File: src/rtl/serial_to_parallel_if.sv
// Sample stream from the I2S deserializer toward capture/DMA logic.
// Valid/ready handshake; the head sample pops on o_valid && i_ready.
interface serial_to_parallel_if #(
  parameter int DATA_WIDTH = 32
) ();
  logic [DATA_WIDTH-1:0] o_data;
  logic                  o_channel;
  logic                  o_valid;
  logic                  i_ready;

  modport master (output o_data, output o_channel, output o_valid, input i_ready);
  modport slave  (input o_data, input o_channel, input o_valid, output i_ready);
endinterface

File: src/rtl/serial_to_parallel.sv
// I2S receive deserializer: frames DATA_WIDTH-bit samples with the one-bit-delay
// rule, tags each with its channel and queues it in a first-word-fall-through FIFO.
module serial_to_parallel #(
  parameter int DATA_WIDTH = 32,
  parameter int FIFO_DEPTH = 4
) (
  input  logic                        i_bit_clk,
  input  logic                        i_reset,
  input  logic                        i_serial_data,
  input  logic                        i_lr_clk,
  serial_to_parallel_if.master        s_out,
  output logic [$clog2(FIFO_DEPTH):0] o_level,
  output logic                        o_overflow,
  output logic                        o_frame_err
);
  localparam int CW = $clog2(DATA_WIDTH + 1);
  localparam int PW = $clog2(FIFO_DEPTH);
  localparam int LW = PW + 1;
  localparam logic [CW-1:0] LAST     = CW'(DATA_WIDTH - 1);
  localparam logic [LW-1:0] FULL_LVL = LW'(FIFO_DEPTH);

  typedef enum logic [1:0] {ST_IDLE, ST_SHIFT, ST_WAIT} state_t;

  state_t                state;
  logic                  lr_d;
  logic [CW-1:0]         count;
  logic [DATA_WIDTH-2:0] shreg;
  logic                  chan;

  logic                  lr_edge;
  logic [DATA_WIDTH-1:0] word_nxt;
  logic                  push;
  logic [DATA_WIDTH:0]   push_entry;

  assign lr_edge    = (i_lr_clk != lr_d);
  assign word_nxt   = {shreg, i_serial_data};
  // count == LAST means this edge carries the LSB, whether or not LR also moved
  assign push       = (state == ST_SHIFT) && (count == LAST);
  assign push_entry = {chan, word_nxt};

  always_ff @(posedge i_bit_clk) begin
    if (i_reset) begin
      lr_d        <= i_lr_clk;
      state       <= ST_IDLE;
      count       <= '0;
      shreg       <= '0;
      chan        <= 1'b0;
      o_frame_err <= 1'b0;
    end else begin
      lr_d        <= i_lr_clk;
      o_frame_err <= 1'b0;
      case (state)
        ST_IDLE, ST_WAIT: begin
          if (lr_edge) begin
            state <= ST_SHIFT;
            count <= '0;
            chan  <= i_lr_clk;
          end
        end
        ST_SHIFT: begin
          if (lr_edge) begin
            // short slot: partial word is dropped, the new slot starts clean
            if (count != LAST) o_frame_err <= 1'b1;
            state <= ST_SHIFT;
            count <= '0;
            chan  <= i_lr_clk;
          end else begin
            shreg <= word_nxt[DATA_WIDTH-2:0];
            count <= count + CW'(1);
            if (count == LAST) state <= ST_WAIT;
          end
        end
        default: state <= ST_IDLE;
      endcase
    end
  end

  logic [DATA_WIDTH:0] mem [FIFO_DEPTH];
  logic [PW-1:0]       wr_ptr, rd_ptr;
  logic [LW-1:0]       level;
  logic                full, pop, wr_en;
  logic [DATA_WIDTH:0] head;

  assign full  = (level == FULL_LVL);
  assign pop   = s_out.o_valid && s_out.i_ready;
  assign wr_en = push && (!full || pop);

  always_ff @(posedge i_bit_clk) begin
    if (wr_en) mem[wr_ptr] <= push_entry;
  end

  always_ff @(posedge i_bit_clk) begin
    if (i_reset) begin
      wr_ptr     <= '0;
      rd_ptr     <= '0;
      level      <= '0;
      o_overflow <= 1'b0;
    end else begin
      if (wr_en) wr_ptr <= wr_ptr + PW'(1);
      if (pop)   rd_ptr <= rd_ptr + PW'(1);
      case ({wr_en, pop})
        2'b10:   level <= level + LW'(1);
        2'b01:   level <= level - LW'(1);
        default: level <= level;
      endcase
      if (push && !wr_en) o_overflow <= 1'b1;
    end
  end

  assign head            = mem[rd_ptr];
  assign o_level         = level;
  assign s_out.o_valid   = (level != '0);
  assign s_out.o_data    = s_out.o_valid ? head[DATA_WIDTH-1:0] : '0;
  assign s_out.o_channel = s_out.o_valid ? head[DATA_WIDTH] : 1'b0;
endmodule

File: src/flat_wrapper.sv
// flat-port wrapper written by rule: the top's interface ports become plain ports
module serial_to_parallel_flat 
#(
  parameter int DATA_WIDTH = 32,
  parameter int FIFO_DEPTH = 4
)
  (i_bit_clk, i_reset, i_serial_data, i_lr_clk, o_level, o_overflow, o_frame_err, s_out_o_data, s_out_o_channel, s_out_o_valid, s_out_i_ready);
  serial_to_parallel_if #(.DATA_WIDTH(DATA_WIDTH)) s_out_i ();
  input  logic i_bit_clk;
  input  logic i_reset;
  input  logic i_serial_data;
  input  logic i_lr_clk;
  output logic [$clog2(FIFO_DEPTH):0] o_level;
  output logic o_overflow;
  output logic o_frame_err;
  output wire logic [$bits(s_out_i.o_data)-1:0] s_out_o_data;
  output wire logic [$bits(s_out_i.o_channel)-1:0] s_out_o_channel;
  output wire logic [$bits(s_out_i.o_valid)-1:0] s_out_o_valid;
  input wire logic [$bits(s_out_i.i_ready)-1:0] s_out_i_ready;
  assign s_out_o_data = s_out_i.o_data;
  assign s_out_o_channel = s_out_i.o_channel;
  assign s_out_o_valid = s_out_i.o_valid;
  assign s_out_i.i_ready = s_out_i_ready;
  serial_to_parallel #(.DATA_WIDTH(DATA_WIDTH), .FIFO_DEPTH(FIFO_DEPTH)) u_core (.i_bit_clk(i_bit_clk), .i_reset(i_reset), .i_serial_data(i_serial_data), .i_lr_clk(i_lr_clk), .s_out(s_out_i), .o_level(o_level), .o_overflow(o_overflow), .o_frame_err(o_frame_err));
endmodule
File: config.mk
export PLATFORM = sky130hd
export DESIGN_NAME = serial_to_parallel_flat
export DESIGN_NICKNAME = d
export VERILOG_FILES = /design/src/rtl/serial_to_parallel_if.sv /design/src/rtl/serial_to_parallel.sv /design/src/flat_wrapper.sv
export SDC_FILE = /design/constraint.sdc
export NUM_CORES = 1
export LEC_CHECK = 0
export ABC_AREA = 1
export BUFFER_PORTS_ARGS = -buffer_cell sky130_fd_sc_hd__clkbuf_2
export CAP_MARGIN = 20
export CORE_AREA = 2 2 131 133
export CTS_CLUSTER_SIZE = 14
export DETAILED_ROUTE_END_ITERATION = 8
export DIE_AREA = 0 0 133 135
export REMOVE_ABC_BUFFERS = 1
export SLEW_MARGIN = 15
export SYNTH_ARGS = -nofsm -noshare
export SYNTH_HDL_FRONTEND = slang
export SYNTH_SLANG_ARGS = --single-unit
export TNS_END_PERCENT = 5
File: constraint.sdc
create_clock -name i_bit_clk -period 3.4 [get_ports i_bit_clk]
set_clock_uncertainty 0.2 [all_clocks]
set_input_delay 0.85 -clock i_bit_clk [delete_from_list [all_inputs] [get_ports i_bit_clk]]
set_output_delay 0.85 -clock i_bit_clk [all_outputs]
set_load 0.02 [all_outputs]
==> Word-level counts from Yosys, hierarchy flattened <==
Memory sizes are Yosys's and may differ from the RTL's. A register that Yosys moved wholly into a read port is not among the register bits.
Index checks and enable logic that the tools add are counted.
{ "totals": {"input_bits": 5, "ramBits": 132, "n_memories": 1, "regBits": 50, "output_inout_bits": 39} }
{ "memory_table": {"columns": ["name", "depth", "word_bits", "rd", "rd_clocked_by_memory_dff", "wr", "line_no", "source"], "rows": [
  ["u_core.mem", 4, 33, 1, 1, 1, "serial_to_parallel.sv:78", "logic [DATA_WIDTH:0] mem [FIFO_DEPTH];"]
]} }
{ "op_classes": {"n_reduce_logical": 18, "add_sub_neg": 5, "n_eq_ne": 10, "bitwise_logic": 2, "n_mux": 15} }
{ "op_table": {"columns": ["op", "count"], "rows": [
  ["$mux 32", 1],
  ["$mux 6", 2],
  ["$pmux 6 s2", 1],
  ["$mux 2", 5],
  ["$reduce_and 2->1", 4],
  ["$add 6x1->6 const B", 1],
  ["$eq 6x5->1 const B", 1],
  ["$ne 6x5->1 const B", 1],
  ["$pmux 3 s2", 1],
  ["$reduce_or 3->1", 2],
  ["$add 2x1->2 const B", 2],
  ["$eq 2x1->1 const B", 2],
  ["$eq 2x2->1 const B", 2],
  ["$logic_and 1x1->1", 4],
  ["$mux 1", 4],
  ["$pmux 2 s2", 1],
  ["$reduce_bool 2->1", 2],
  ["$add 3x1->3 const B", 1],
  ["$eq 3x3->1 const B", 1],
  ["$ne 3x2->1 const B", 1],
  ["$reduce_bool 3->1", 1],
  ["$sub 3x1->3 const B", 1],
  ["$logic_not 1->1", 2],
  ["$logic_not 2->1", 1],
  ["other kinds (5)", 6]
]} }

==> Depth between registers and ports, before layout <==
Gate-level depths: netlist (run 1).
{ "depth": {"depth_word": 6, "ltp_mapped": 12, "mapped_depth_nobuf": 12} }

==> Worst setup path after synthesis (run 1) <==
No wires, ideal clock.
{ "synth_timing": {"path_kind": "input to register", "start": "in s_out_i_ready", "end": "mem u_core.mem[0][0] (netlist name) (enable)", "path_stages": 4, "required_ns": 2.777, "arrival_time_ns": 2.549, "path_buffers": 0, "setup_time_ns": 0.423, "path_slack_ns": 0.228, "path_cell_list": "nor2_1 -> nand2_1 -> nand3_2 -> nor2_1"} }
{ "synth_between": {"elab_chain_len": 5} }
{ "synth_rtl": {"columns": ["item", "line_no", "source"], "rows": [
  ["start, declared", "flat_wrapper.sv:19", "input wire logic [$bits(s_out_i.i_ready)-1:0] s_out_i_ready;"],
  ["$logic_and 1x1->1", "serial_to_parallel.sv:85", "assign pop = s_out.o_valid && s_out.i_ready;"],
  ["$logic_or 1x1->1", "serial_to_parallel.sv:86", "assign wr_en = push && (!full || pop);"],
  ["$logic_and 1x1->1", "serial_to_parallel.sv:86", null],
  ["$mux 1", "serial_to_parallel.sv:89", "if (wr_en) mem[wr_ptr] <= push_entry;"],
  ["$mux 1 (implied by the code)", "serial_to_parallel.sv:89", null],
  ["end, declared", "serial_to_parallel.sv:78", null]
]} }
Every way passes these cells.

==> flow_metrics.py, run 1 <==
metrics = {
    "synth": {
        "ys_seq_area_frac": 0.686,
        "synth-warning-count": 0,
        "syn_area_per_cell_um2": 10.9,
        "ys_types": 30,
        "ys_seq_elements": 184,
        "synth_cells": 670,
        "synthesis.area_um2": 7300,
    },
    "global_route": {
        "grt_max_degree": 67,
        "grt_pass1_vias": 4702,
        "overflow": 0,
        "grt_util_all_layers": 0.172,
        "grt_pass1_wl_um": 23900,
        "antenna_found_initial": 0,
    },
    "cells_and_area": {
        "drive_gt1_frac": 0.157,
        "nets": 723,
        "syn_to_final_growth_pct": 12.9,
        "fin_util": 0.502,
        "fillCellCount": 1451,
        "n_antenna_cell": 0,
    },
    "run": {
        "cap_violations": 0,
    },
    "min_path": {
        "hp-class": "flop to flop",
    },
    "setup_path": {
        "critPathKind": "flop to primary output",
        "r2r_cells": 12,
        "arrival_ns": 2.10,
        "crit_path_start_kind": "flop",
        "reg2reg_setup_slack_ns": 0.94,
        "r2r-end": "u_core.o_level[2]$_SDFFE_PP0P_",
        "cp-end-kind": "primary output",
        "cp_max_fo": 66,
        "rr_startpoint": "u_core.count[0]$_SDFFE_PP0P_",
        "endpoint": "s_out_o_data[23]",
        "required_ns": 2.35,
    },
    "die": {
        "die_h_um": 135,
        "rows": 47,
        "fp.dieW_um": 133,
        "start_util": 0.445,
        "pin_count": 44,
        "dieArea_um2": 18000,
        "core_um2": 16400,
    },
    "routing": {
        "drc": 0,
        "vias": 4757,
        "first_pass_iters": 5,
        "vias_per_cell": 5.04,
        "first_iter_violations": 383,
        "routed_wl_um": 14700,
        "ant_nets": 0,
        "drt-wirelength-per-cell_um": 15.5,
    },
    "clocking": {
        "cts.repair.resized": 0,
        "root_buffer": "clkbuf_16",
        "cts_setup_buffers": 0,
        "hold_buffers": 0,
        "numCtsBuffers": 17,
        "tritoncts": "yes",
        "clk-insertion-delay-late_ns": 0.42,
        "ctsHtreeMaxLevel": 4,
        "cts.sinks": 184,
        "clk_pin_slew_ns": 0.06,
        "clockBufferDepth": 2,
    },
    "timing": {
        "period_needed_ns": 3.15,
        "rsz0062_at_grt": "false",
        "final_hold_viol_count": 0,
        "setup_tns_ns": 0,
        "drv_slew": 0,
        "fin_crit_sh": 0.928,
        "setup_viol": 0,
        "max_slew.worst_pin.slew_ns": 0.733,
        "fmax_ghz": 0.317,
        "maxSlewHeadroom": 0.511,
    },
    "place": {
        "dp_hpwl_um": 7990,
        "place.port_buffers": 43,
        "routabilityCongestion": 0.734,
    },
    "status": {
        "status": "complete, no violations",
    },
    "pwr": {
        "seqPwrFrac": 0.521,
        "power.leakage_nw": 3.12,
        "clock_power_share": 0.368,
        "ir_drop_v": 0.000342,
        "cell_internal_pwr_mw": 3.60,
        "p_sw_mw": 1.20,
        "p_total_mw": 4.80,
        "cellPowerDensity_nw_per_um2": 582,
        "swShare": 0.250,
        "p_comb_frac": 0.111,
    },
}
==> critical path, cell delays in order, from the launching register on <==
cell and delay (ns):
dfxtp_2 0.33, buf_4 0.58, nor2_1 0.11, nor2_1 0.10
o21ai_0 0.09, a21oi_1 0.24, clkbuf_2 0.21
==> final cells by class <==
| cell class | instances | area [µm²] | area share |
|---|---|---|---|
| sequential | 184 | 5010 | 0.607 |
| multi-input combinational | 423 | 2010 | 0.244 |
| clock buffer | 23 | 448 | 0.0543 |
| timing repair buffer | 56 | 313 | 0.0379 |
| tap | 220 | 275 | 0.0334 |
| inverter | 29 | 114 | 0.0138 |
| clock inverter | 9 | 77.6 | 0.00941 |
==> metrics by stage <==
stage	hold WS [ns]	instance area (µm²)	instances	worst slack (ns)
2_1_floorplan	0.255	7100	636	-0.145
3_3_place_gp	0.258	7720	912	0.683
3_5_place_dp	0.266	7720	912	0.622
4_1_cts	0.281	8240	944	0.243
5_1_grt	0.324	8240	944	0.0846
6_report	0.277	8240	944	0.246
==> metal layers <==
layer	global-route usage	vias to the layer above	wire (µm)
met3	0.0394	20	566
met5	0	-	0
met4	0.0615	0	221
met2	0.292	95	7150
li1	-	2359	-
met1	0.216	2283	6730
==> power groups by stage <==
stage,Clock (mW),Sequential (mW),Combinational (mW)
final,1.76,2.50,0.532
after global routing,1.88,2.51,0.599
after CTS,1.79,2.50,0.537
after detailed placement,0,2.55,0.537
after global placement,0,2.54,0.527
after floorplan,0,2.56,0.318
==> synth_stat cells <==
| cell | number | share of area |
|---|---|---|
| buf_4 | 5 | 0.0051 |
| o21bai_1 | 1 | 0.0010 |
| nor2_1 | 197 | 0.10 |
| o21ai_1 | 30 | 0.021 |
| nand3_2 | 2 | 0.0027 |
| clkbuf_1 | 11 | 0.0057 |
| nand2_1 | 33 | 0.017 |
| a211oi_1 | 1 | 0.0010 |
| ha_1 | 6 | 0.010 |
| buf_2 | 7 | 0.0048 |
| buf_1 | 5 | 0.0026 |
| buf_6 | 6 | 0.0093 |
| nand2_2 | 1 | 0.00086 |
| a21oi_1 | 45 | 0.031 |
| o21ai_0 | 72 | 0.049 |
| dfxtp_1 | 52 | 0.14 |
| nand2_4 | 1 | 0.0015 |
| nor2_8 | 2 | 0.0055 |
| nor4_1 | 1 | 0.00086 |
| inv_1 | 24 | 0.012 |
| inv_2 | 3 | 0.0015 |
| inv_4 | 2 | 0.0017 |
| nand3_1 | 8 | 0.0055 |
| nor2_2 | 16 | 0.014 |
| nor2_4 | 1 | 0.0015 |
| a21oi_2 | 1 | 0.0012 |
| nand4_1 | 3 | 0.0026 |
| fa_1 | 1 | 0.0027 |
| xor2_1 | 1 | 0.0012 |
| edfxtp_1 | 132 | 0.54 |
==> cells in the final DEF, fill, tap and decap left out, types with 17 or more instances in the layout <==
cell type and count:
a21oi_1 45, clkbuf_16 17, clkbuf_2 43, dfxtp_1 51, edfxtp_1 132, inv_1 24
nand2_1 33, nor2_1 193, o21ai_0 72, o21ai_1 30
==> how the worst min path moves through the flow <==
stage,startpoint,to,slack [ns],cells past startpoint
2_1_floorplan,u_core.shreg[30]$_SDFFE_PP0P_,u_core.mem[0][31]$_DFFE_PP_,0.25,0
3_3_place_gp,u_core.o_overflow$_SDFFE_PP0P_,u_core.o_overflow$_SDFFE_PP0P_,0.26,2
3_5_place_dp,u_core.o_overflow$_SDFFE_PP0P_,u_core.o_overflow$_SDFFE_PP0P_,0.27,2
4_1_cts,u_core.o_overflow$_SDFFE_PP0P_,u_core.o_overflow$_SDFFE_PP0P_,0.28,2
5_1_grt,u_core.shreg[30]$_SDFFE_PP0P_,u_core.mem[2][31]$_DFFE_PP_,0.32,0
6_report,u_core.o_overflow$_SDFFE_PP0P_,u_core.o_overflow$_SDFFE_PP0P_,0.28,2
==> cell families (layout without fill, tap and decap cells) <==
group | count (synthesis) | after routing | share of synthesized area
xor gates and xnor gates | 1 | 1 | 0.00120
AOI/OAI and AO/OA | 150 | 150 | 0.104
buffers and inverters | 63 | 117 | 0.0430
and+or+nand+nor | 265 | 265 | 0.153
DFF | 184 | 184 | 0.686
adders and majority gates | 7 | 7 | 0.0130
==> state kept, by name, indices dropped and copies added, names as in the netlist, 2 cells and up, named ones only <==
| signal | flops |
|---|---|
| u_core.state | 2 |
| u_core.shreg | 31 |
| u_core.rd_ptr | 2 |
| u_core.o_level | 3 |
| u_core.count | 6 |
| u_core.mem | 132 |
| u_core.wr_ptr | 2 |
(Power assumes the default switching activity.)
==> run 2: changes to the inputs <==
Settings changed: ABC_AREA 1 to not set, CORE_AREA 2 2 131 133 to 2 2 130 132, DIE_AREA 0 0 133 135 to 0 0 132 134, REMOVE_ABC_BUFFERS 1 to not set.
==> flow_metrics.py, run 2 <==
metrics = {
    "die": {
        "rows": 47,
        "pin_count": 44,
        "fp.dieW_um": 132,
        "start_util": 0.444,
        "dieArea_um2": 17700,
        "die_h_um": 134,
        "core_um2": 16300,
    },
    "cells_and_area": {
        "regMostFlops": "u_core.mem",
        "drive_gt1_frac": 0.243,
        "mostFrequentLayoutCells": "edfxtp_1 (132), dfxtp_1 (51), clkbuf_2 (43), nor2b_1 (35), a21oi_1 (35)",
        "fin_area_um2": 8420,
        "instances_no_fill": 743,
        "top_regs": "u_core.mem x132, u_core.shreg x31, u_core.count x6",
        "fillCellCount": 1371,
        "syn_to_final_growth_pct": 16.5,
        "layout_commonest_cell": "edfxtp_1",
        "largest_register_ffs": 132,
        "nets": 523,
        "n_antenna_cell": 0,
        "fin_util": 0.517,
    },
    "clocking": {
        "cts_setup_buffers": 0,
        "clk_pin_slew_ns": 0.06,
        "root_buffer": "clkbuf_16",
        "cts.repair.resized": 0,
        "clk-insertion-delay-late_ns": 0.42,
        "ctsHtreeMaxLevel": 4,
        "clockBufferDepth": 2,
        "cts.sinks": 184,
        "numCtsBuffers": 17,
        "hold_buffers": 0,
        "tritoncts": "yes",
    },
    "setup_path": {
        "rr_startpoint": "u_core.count[0]$_SDFFE_PP0P_",
        "arrival_ns": 1.94,
        "required_ns": 2.35,
        "r2r_cells": 10,
        "crit_path_start_kind": "flop",
        "cp-end-kind": "primary output",
        "r2r-end": "u_core.o_level[2]$_SDFFE_PP0P_",
        "reg2reg_setup_slack_ns": 0.73,
        "critPathKind": "flop to primary output",
        "cp_max_fo": 33,
    },
    "synth": {
        "synth_top_cell_by_area": "edfxtp_1",
        "synth_cells": 467,
        "synthTopCellsByCount": "edfxtp_1 (132), dfxtp_1 (52), nor2b_1 (36), a21oi_1 (35), mux4_2 (33)",
        "synth.net_count": 479,
        "synth_top_cell_area_share": 0.549,
        "synth-warning-count": 0,
        "ys_seq_area_frac": 0.693,
        "yosysMostFrequentCell": "edfxtp_1",
        "synthesis.area_um2": 7230,
        "ys.flop_type": "edfxtp_1",
        "ys_seq_elements": 184,
        "ys_types": 42,
        "synthArstFlopShare": 0,
        "synthTopCellsByArea": "edfxtp_1 (55%), dfxtp_1 (14%), mux4_2 (10%), nor2b_1 (3.1%), a21oi_1 (2.4%)",
        "syn_area_per_cell_um2": 15.5,
        "synth_edf_count": 132,
    },
    "global_route": {
        "grt_pass1_vias": 4032,
        "grt_util_all_layers": 0.161,
        "top_usage_layer": "met2",
        "antenna_found_initial": 0,
        "grt_use_met3": 0.0442,
        "overflow": 0,
        "grt_max_degree": 35,
        "grt_util_met2": 0.273,
        "grt_pass1_wl_um": 21800,
        "gr-usage-met1": 0.199,
    },
    "timing": {
        "setup_tns_ns": 0,
        "final_hold_viol_count": 0,
        "rsz0062_at_grt": "false",
        "maxSlewHeadroom": 0.580,
        "max_slew.worst_pin.slew_ns": 0.629,
        "drv_slew": 0,
        "fmax_ghz": 0.335,
        "fin_crit_sh": 0.879,
        "period_needed_ns": 2.99,
        "setup_viol": 0,
    },
    "min_path": {
        "hp-class": "flop to flop",
        "hold_depth": 2,
        "hold_start": "u_core.o_overflow$_SDFFE_PP0P_",
        "holdPathEnd": "u_core.o_overflow$_SDFFE_PP0P_",
    },
    "pwr": {
        "ir_drop_v": 0.000348,
        "p_total_mw": 4.59,
        "power.leakage_nw": 2.79,
        "cellPowerDensity_nw_per_um2": 546,
    },
    "status": {
        "status": "complete, no violations",
    },
    "place": {
        "routabilityCongestion": 0.747,
        "placedCellCount": 712,
        "placed_area_um2": 7770,
        "dp_hpwl_um": 7210,
        "place.port_buffers": 43,
    },
    "routing": {
        "first_iter_violations": 202,
        "routed_wl_um": 13300,
        "drt-wirelength-per-cell_um": 17.9,
        "vias_per_cell": 5.29,
        "first_pass_iters": 6,
        "ant_nets": 0,
        "drc": 0,
        "vias": 3932,
    },
    "run": {
        "cap_violations": 0,
    },
}
run 2: cell count changes in the layout (fill, tap and decap cells not counted), moves of 16 or more:
cell     before  now
mux4_2        0   33
nand2_1      33    4
nand3_1       8   32
nor2_1      193   11
nor2_2       16    0
nor2b_1       0   35
o21ai_0      72   21
run 2: per-stage QoR:
stage | hold slack [ns] | worst slack, ns
6_report | 0.296 | 0.412
5_1_grt | 0.335 | 0.297
4_1_cts | 0.306 | 0.359
3_5_place_dp | 0.290 | 0.319
3_3_place_gp | 0.280 | 0.422
2_1_floorplan | 0.257 | 0.620
run 2: kinds of logic (layout without fill, tap and decap cells):
family / after synthesis / after routing / synth area share
DFF: 184 / 184 / 0.693
and+or+nand+nor: 100 / 100 / 0.0795
AOI/OAI and AO/OA: 89 / 89 / 0.0713
buffers and inverters: 43 / 99 / 0.0241
muxes: 38 / 38 / 0.110
adders and majority gates: 7 / 7 / 0.0132
xor gates and xnor gates: 6 / 6 / 0.00935
run 2: worst max-delay path, stage by stage, from the launching register on:
cell	delay, ns
dfxtp_2	0.34
buf_12	0.27
mux4_2	0.53
nor2b_1	0.17
clkbuf_2	0.18
run 2: where the power goes:
| part | leakage, nW | internal, mW | switching [mW] |
|---|---|---|---|
| clock network | 0.321 | 1.35 | 0.756 |
| registers | 1.71 | 2.38 | 0.00769 |
| logic | 0.764 | 0.0205 | 0.0799 |
run 2: final cells by class:
type	count	area (µm²)	area share
Clock buffer	23	510	0.0607
Sequential cell	184	5010	0.595
Timing Repair Buffer	56	375	0.0446
Clock inverter	8	139	0.0165
Tap cell	220	275	0.0327
Multi-Input combinational cell	240	2070	0.245
Inverter	12	45.0	0.00535
run 2: metal layers:
layer,wire (µm),up-vias,part of all wire
met2,6830,75,0.51
met5,0,-,0
met1,5660,1972,0.43
li1,-,1868,-
met4,197,0,0.015
met3,574,17,0.043
run 2: how the worst max path moves through the flow:
| stage | slack, ns | from | end |
|---|---|---|---|
| detailed placement | 0.32 | s_out_i_ready | u_core.o_level[2]$_SDFFE_PP0P_ |
| CTS | 0.36 | flop | s_out_o_data[22] |
| floorplan | 0.62 | s_out_i_ready | u_core.o_level[2]$_SDFFE_PP0P_ |
| global placement | 0.42 | s_out_i_ready | u_core.o_level[2]$_SDFFE_PP0P_ |
| global route | 0.30 | flop | s_out_o_data[0] |
| finish | 0.41 | flop | s_out_o_data[0] |
